### src/rtl/sm_pkg.sv
// Shared types and helpers for the stepper motion-profile sequencer.
// Period helpers saturate so ramp arithmetic never wraps.
package sm_pkg;

  localparam int unsigned SIZE_DEF   = 16;
  localparam int unsigned STEP_W_DEF = 16;
  localparam int unsigned PW_DEF     = SIZE_DEF + 1;

  typedef enum logic [2:0] {
    IDLE   = 3'd0,
    ACCEL  = 3'd1,
    CRUISE = 3'd2,
    DECEL  = 3'd3,
    DONE   = 3'd4
  } sm_state_e;

  typedef logic [PW_DEF-1:0] period_t;

  // min(a + b, hi), computed one bit wider so the carry is never lost
  function automatic period_t sat_add(input period_t a, input period_t b, input period_t hi);
    logic [PW_DEF:0] s;
    s = {1'b0, a} + {1'b0, b};
    return (s > {1'b0, hi}) ? hi : s[PW_DEF-1:0];
  endfunction

  // max(a - b, lo); a borrow out means the true result is negative
  function automatic period_t sat_sub(input period_t a, input period_t b, input period_t lo);
    logic [PW_DEF:0] d;
    d = {1'b0, a} - {1'b0, b};
    return (d[PW_DEF] || (d[PW_DEF-1:0] < lo)) ? lo : d[PW_DEF-1:0];
  endfunction

endpackage

### src/rtl/sm_period_ramp.sv
// Current step period and ramp-step counter with load / speed-up / slow-down controls.
// Next-period values are exported so the sequencer can see them before committing.
module sm_period_ramp
  import sm_pkg::*;
#(
  parameter int unsigned SIZE   = SIZE_DEF,
  parameter int unsigned STEP_W = STEP_W_DEF
) (
  input  logic              clk,
  input  logic              rst,
  input  logic              i_load,
  input  logic              i_inc,
  input  logic              i_dec,
  input  logic [SIZE:0]     i_load_val,
  input  logic [SIZE:0]     i_v_start,
  input  logic [SIZE:0]     i_v_min,
  input  logic [SIZE:0]     i_delta,
  output logic [SIZE:0]     o_period,
  output logic [SIZE:0]     o_acc_next_c,
  output logic [SIZE:0]     o_dec_next_c,
  output logic [STEP_W-1:0] o_ramp_cnt
);

  localparam int unsigned PW = SIZE + 1;

  logic [PW-1:0]     r_period;
  logic [STEP_W-1:0] r_ramp_cnt;

  assign o_acc_next_c = PW'(sat_sub(PW_DEF'(r_period), PW_DEF'(i_delta), PW_DEF'(i_v_min)));
  assign o_dec_next_c = PW'(sat_add(PW_DEF'(r_period), PW_DEF'(i_delta), PW_DEF'(i_v_start)));
  assign o_period     = r_period;
  assign o_ramp_cnt   = r_ramp_cnt;

  always_ff @(posedge clk or negedge rst) begin
    if (!rst) begin
      r_period   <= '0;
      r_ramp_cnt <= '0;
    end else if (i_load) begin
      r_period   <= i_load_val;
      r_ramp_cnt <= '0;
    end else if (i_inc) begin
      r_period   <= o_acc_next_c;
      r_ramp_cnt <= r_ramp_cnt + STEP_W'(1);
    end else if (i_dec) begin
      r_period <= o_dec_next_c;
      if (r_ramp_cnt != '0) r_ramp_cnt <= r_ramp_cnt - STEP_W'(1);
    end
  end

endmodule

### src/rtl/sm_motion_ctrl.sv
// Trapezoidal/triangular motion sequencer: steps the pulse generator's period
// down, holds cruise, ramps back up and stops exactly on the commanded step count.
module sm_motion_ctrl
  import sm_pkg::*;
#(
  parameter int unsigned SIZE   = SIZE_DEF,
  parameter int unsigned STEP_W = STEP_W_DEF
) (
  input  logic              clk,
  input  logic              rst,
  input  logic              start,
  input  logic              abort,
  input  logic              dir_in,
  input  logic [STEP_W-1:0] target_steps,
  input  logic [SIZE:0]     v_start,
  input  logic [SIZE:0]     v_min,
  input  logic [SIZE:0]     delta,
  input  logic              step_fb,
  output logic [SIZE:0]     period_N,
  output logic              period_load,
  output logic              drv_enable,
  output logic              drv_dir,
  output logic              busy,
  output logic              done,
  output logic              aborted
);

  localparam int unsigned PW = SIZE + 1;

  sm_state_e         r_state, w_next_state;
  logic [STEP_W-1:0] r_rem;
  logic [PW-1:0]     r_v_start, r_v_min, r_delta;
  logic              r_period_load, r_drv_enable, r_drv_dir, r_busy, r_done, r_aborted;

  logic              w_active, w_accept, w_abort, w_step, w_next_active;
  logic              w_load, w_inc, w_dec;
  logic [STEP_W-1:0] w_rem_next, w_ramp_cnt;
  logic [PW-1:0]     w_period, w_acc_next, w_dec_next;

  assign w_active      = (r_state == ACCEL) || (r_state == CRUISE) || (r_state == DECEL);
  assign w_accept      = (r_state == IDLE) && start && !abort;
  assign w_abort       = w_active && abort;
  assign w_step        = w_active && !abort && step_fb;
  assign w_rem_next    = r_rem - STEP_W'(1);
  assign w_next_active = (w_next_state == ACCEL) || (w_next_state == CRUISE) ||
                         (w_next_state == DECEL);

  sm_period_ramp #(.SIZE(SIZE), .STEP_W(STEP_W)) u_ramp (
    .clk          (clk),
    .rst          (rst),
    .i_load       (w_load),
    .i_inc        (w_inc),
    .i_dec        (w_dec),
    .i_load_val   (v_start),
    .i_v_start    (r_v_start),
    .i_v_min      (r_v_min),
    .i_delta      (r_delta),
    .o_period     (w_period),
    .o_acc_next_c (w_acc_next),
    .o_dec_next_c (w_dec_next),
    .o_ramp_cnt   (w_ramp_cnt)
  );

  always_ff @(posedge clk or negedge rst) begin
    if (!rst) r_state <= IDLE;
    else      r_state <= w_next_state;
  end

  // Next state and ramp controls; abort outranks a coincident step
  always_comb begin
    w_next_state = r_state;
    w_load       = 1'b0;
    w_inc        = 1'b0;
    w_dec        = 1'b0;
    case (r_state)
      IDLE: begin
        if (w_accept) begin
          if (target_steps == '0) begin
            w_next_state = DONE;
          end else begin
            w_load       = 1'b1;
            w_next_state = ((delta == '0) || (v_start <= v_min)) ? CRUISE : ACCEL;
          end
        end
      end
      ACCEL, CRUISE, DECEL: begin
        if (abort) begin
          w_next_state = IDLE;
        end else if (step_fb) begin
          if (w_rem_next == '0) begin
            w_next_state = DONE;
          end else if ((r_state != DECEL) && (w_rem_next <= w_ramp_cnt)) begin
            w_dec        = 1'b1;
            w_next_state = DECEL;
          end else if (r_state == ACCEL) begin
            w_inc = 1'b1;
            if (w_acc_next == r_v_min) w_next_state = CRUISE;
          end else if (r_state == DECEL) begin
            w_dec = 1'b1;
          end
        end
      end
      DONE:    w_next_state = IDLE;
      default: w_next_state = IDLE;
    endcase
  end

  always_ff @(posedge clk or negedge rst) begin
    if (!rst) begin
      r_rem         <= '0;
      r_v_start     <= '0;
      r_v_min       <= '0;
      r_delta       <= '0;
      r_period_load <= 1'b0;
      r_drv_enable  <= 1'b0;
      r_drv_dir     <= 1'b0;
      r_busy        <= 1'b0;
      r_done        <= 1'b0;
      r_aborted     <= 1'b0;
    end else begin
      if (w_accept) begin
        r_rem     <= target_steps;
        r_v_start <= v_start;
        r_v_min   <= v_min;
        r_delta   <= delta;
        r_drv_dir <= dir_in;
      end else if (w_step) begin
        r_rem <= w_rem_next;
      end
      // A strobe only when the period word actually moves
      r_period_load <= w_load || (w_inc && (w_acc_next != w_period)) ||
                       (w_dec && (w_dec_next != w_period));
      r_drv_enable  <= w_next_active;
      r_busy        <= w_next_active;
      r_done        <= (w_next_state == DONE) || w_abort;
      if (w_accept)     r_aborted <= 1'b0;
      else if (w_abort) r_aborted <= 1'b1;
    end
  end

  assign period_N    = w_period;
  assign period_load = r_period_load;
  assign drv_enable  = r_drv_enable;
  assign drv_dir     = r_drv_dir;
  assign busy        = r_busy;
  assign done        = r_done;
  assign aborted     = r_aborted;

endmodule

### config.mk
export PLATFORM = sky130hd
export DESIGN_NAME = sm_motion_ctrl
export DESIGN_NICKNAME = d
export VERILOG_FILES = /design/src/rtl/sm_pkg.sv /design/src/rtl/sm_period_ramp.sv /design/src/rtl/sm_motion_ctrl.sv
export SDC_FILE = /design/constraint.sdc
export NUM_CORES = 1
export LEC_CHECK = 0
export CELL_PAD_IN_SITES_DETAIL_PLACEMENT = 1
export CELL_PAD_IN_SITES_GLOBAL_PLACEMENT = 1
export CORE_MARGIN = 2
export CORE_UTILIZATION = 48
export CTS_CLUSTER_SIZE = 12
export DETAILED_ROUTE_END_ITERATION = 10
export PLACE_DENSITY_LB_ADDON = 0.08
export SETUP_SLACK_MARGIN = 0.02
export SLEW_MARGIN = 20
export SYNTH_ARGS = -nofsm -noshare
export SYNTH_HDL_FRONTEND = slang
export SYNTH_HIERARCHICAL = 1
export SYNTH_SLANG_ARGS = --single-unit
### constraint.sdc
create_clock -name clk -period 11.6 [get_ports clk]
set_input_delay 1.74 -clock clk [delete_from_list [all_inputs] [get_ports clk]]
set_output_delay 1.74 -clock clk [all_outputs]
set_load 0.02 [all_outputs]
==> impl_results.md <==
- Status: complete, no violations
- Post-CTS Setup Bufs: 0
- I/O pin count: 96
- Proportion of synthesized area in mux cells: 0.804%
- First-pass GRT wire length: roughly 57,000 um
- Worst-path clk slew: 0.08 ns
- WHS Path Cells: 2
- Most frequent cells in the layout: 197 x nand2_1, 130 x inv_1, 116 x ha_1, 108 x dfrtp_1, 94 x clkdlybuf4s50_1
- Die extent in y: ~150 um
- Post-Synth Adder-Cell Area: approximately 14%
- Worst-Margin Slew: about 1.1 ns
- Die Area: approximately 23,000 um^2
- Port Buffers: 95
- Final setup TNS: 0 ns
- Fillers: between 2,000 and 3,000
- Sequential cell area: between 2000 and 3000 um^2
- Largest cells by area after synthesis: dfrtp_1 26%, ha_1 14%, nand2_1 7.0%
- Antenna Diode Count: 0
- Required @ worst endpoint: 11.83 ns
- Final core occ: between 50 and 60%
- Largest family of logic cells by synthesized area: compound AO/OA/AOI/OAI gates
- Mean Syn Cell Area: around 8.1 um^2
- Critical Path Fanout Max: 19
- Skew final: about 0.013 ns
- Reg2Reg Depth: 23
- TritonCTS clock tree: yes
- Core area: 21,800 um^2
- DP HPWL: around 28,000 um
- Critical path arrival: about 7.1 ns
- DRT Pass-1 Iters: 6
- Routed length per instance: around 22 um
- Sequential share of the synthesized area: between 20 and 30%
- RSZ-0062 raised after global routing: no
- Post-route cell area: between 10,000 and 15,000 um^2
- Die X: approximately 150 um
- Gr ovfl total: 0
- Routed Wire Length: around 36,000 um
- Max Root-Sink Buffers: 2
- Simple-gate share of the synthesized area: a little over a fifth
- Commonest non-fill, non-tap cell in the layout: nand2_1
- Clk_lat worst skew: ~0.37 ns
- Initial antenna violation count: 0
- Largest net degree at the start of global routing: 73
- CTS Hold Bufs: 0
- Residual DRC: 0
- Synth Flop Type: dfrtp_1
- Tcrit/Tclk final: between 50% and 60%
- Final setup viols: 0
- P&R area growth vs syn: 13.3%
- Initial core utilization: 48.6%
- Post-cts resize count: 0
- Syn nets: about 1,500
- CP Capture Type: register
- Hold path start: r_v_start[10]$_DFFE_PN0P_
- Worst setup path startpoint: r_rem[0]$_DFFE_PN0P_
- Routed vias/inst: around 6
- Fraction of layout cells with a size suffix above 1: 4.89%
- R2r startpoint: r_rem[0]$_DFFE_PN0P_
- Post-synth cell types: ~100
- Yosys top cell area share: 25.6%
- GRT Resource Usage Total: 30.9%
- Synth Area in Compound Gates: 22.7%
- Synth Warn #: 6
- Max cap viols: 0
- First-iteration detailed-routing DRC count: approximately 750
- Synth area leader: dfrtp_1
- ANT nets after route: 0
- #FFs+latches synth: roughly 110
- Post-Synthesis Cells: approximately 1,300
- Synthesized area: 10,600 um^2
- Root Buffer: clkbuf_16
- Num CTS Buffers: 9
- Multi-input gate area: 7150 um^2
- Worst Setup Start Kind: register
- XOR/XNOR Fraction of Synth Area: 8.34%
- CTS H-tree depth: 3
- Final #Nets: ~1,600
- Rel. slew slack: between 20 and 30%
- Placer Congestion: between 0.9 and 1
- Pins Over Slew Limit: 0
- Vias in the first global route: between 10,000 and 15,000
- Clk sinks: 108
- EDFF count, synth: 0
- Fin cells: around 1,600
- Hold Crit Class: reg -> reg
- Rows: 54
- Achievable frequency: between 0.1 and 0.15 GHz
- Async S/R FF share, synth: 100%
- Routed via count: between 10,000 and 15,000
- Minimum clock period: between 6 and 7 ns
- WS Path Type: reg -> reg
- Placed Cells: between 1,500 and 2,000
- Placed cell area: roughly 12,000 um^2
- Final hold vios: 0
==> registers in the layout (all words and copies together) (netlist names) <==
register,count
drv_dir,1
r_v_start,17
r_v_min,17
period_load,1
r_rem,16
u_ramp/o_ramp_cnt,16
done,1
aborted,1
busy,1
r_delta,17
r_state,3
u_ramp/o_period,17
==> cell usage after synthesis (11+ instances only) <==
| cell | instances |
|---|---|
| inv_1 | 130 |
| ha_1 | 116 |
| xor2_1 | 33 |
| o21a_1 | 14 |
| clkbuf_1 | 25 |
| nand3_1 | 22 |
| a21oi_1 | 71 |
| nand2_1 | 197 |
| nor3_1 | 29 |
| buf_2 | 17 |
| nand2b_1 | 11 |
| xnor2_1 | 64 |
| nand4_1 | 22 |
| nor4_1 | 23 |
| o21ai_0 | 58 |
| dfrtp_1 | 108 |
| nor2b_1 | 14 |
| o211ai_1 | 22 |
| or3_1 | 13 |
| nor2_1 | 60 |
| a211oi_1 | 19 |
| a21o_1 | 24 |
==> routing by layer <==
metal	share of wire [%]	vias to the layer above	wire length, um	track usage, %
met5	0	-	0	0
met4	2.7	0	956	9.74
met3	6.7	62	2430	5.43
met2	44	358	15700	46.9
met1	47	5010	17000	45.0
li1	-	4759	-	-
==> final timing paths <==
path	endpoint	slack, ns
worst min-delay path	r_v_start[10]$_DFFE_PN0P_	0.49
max in group asynchronous	r_v_start[1]$_DFFE_PN0P_	8.90
worst max register to register	u_ramp/o_ramp_cnt[15]$_DFFE_PN0P_	4.78
worst min register to register	r_v_start[10]$_DFFE_PN0P_	0.49
worst max-delay path	u_ramp/o_ramp_cnt[15]$_DFFE_PN0P_	4.78
min in group asynchronous	r_delta[2]$_DFFE_PN0P_	1.38
==> per-stage QoR <==
stage | setup slack, ns | hold WS (ns)
finish | 4.78 | 0.489
global route | 4.11 | 0.544
CTS | 4.82 | 0.495
detailed placement | 4.93 | 0.476
global placement | 5.11 | 0.457
floorplan | 6.23 | 0.446
==> worst max-delay path, cell delays in order (launching register included) <==
cell and delay (ns):
dfrtp_1 0.47, inv_1 0.12, ha_1 0.26, nor4b_1 0.56, nand2_1 0.18, or3_1 0.38
xnor2_2 0.17, ha_1 0.33, nand4_1 0.19, nor3_1 0.23, o21ai_0 0.17, o211ai_1 0.17
nand2_1 0.14, nor3_2 0.57, inv_1 0.54, ha_1 0.48, inv_1 0.07, o21ai_0 0.27
a21boi_0 0.20, o31ai_1 0.45, nor4_1 0.10, nor3_1 0.36, a21oi_1 0.07, nand4b_1 0.19
==> final cells by class <==
type | count | area share [%]
Multi-Input combinational cell | 1012 | 59.7
Sequential cell | 108 | 22.6
Timing Repair Buffer | 101 | 8.29
Inverter | 132 | 4.14
Tap cell | 280 | 2.92
Clock buffer | 10 | 1.91
Clock inverter | 6 | 0.491
==> cells by family after synthesis <==
group / count (synthesis)
flip-flops: 108
buffers and inverters: 181
AND/OR/NAND/NOR: 451
AO/OA/AOI/OAI: 336
XOR/XNOR: 99
multiplexers: 7
adder cells (fa/ha/maj): 119
Power is left out: the tool's default activity adds up to more than one toggle a clock period on the data nets, which glitch-free logic cannot reach.
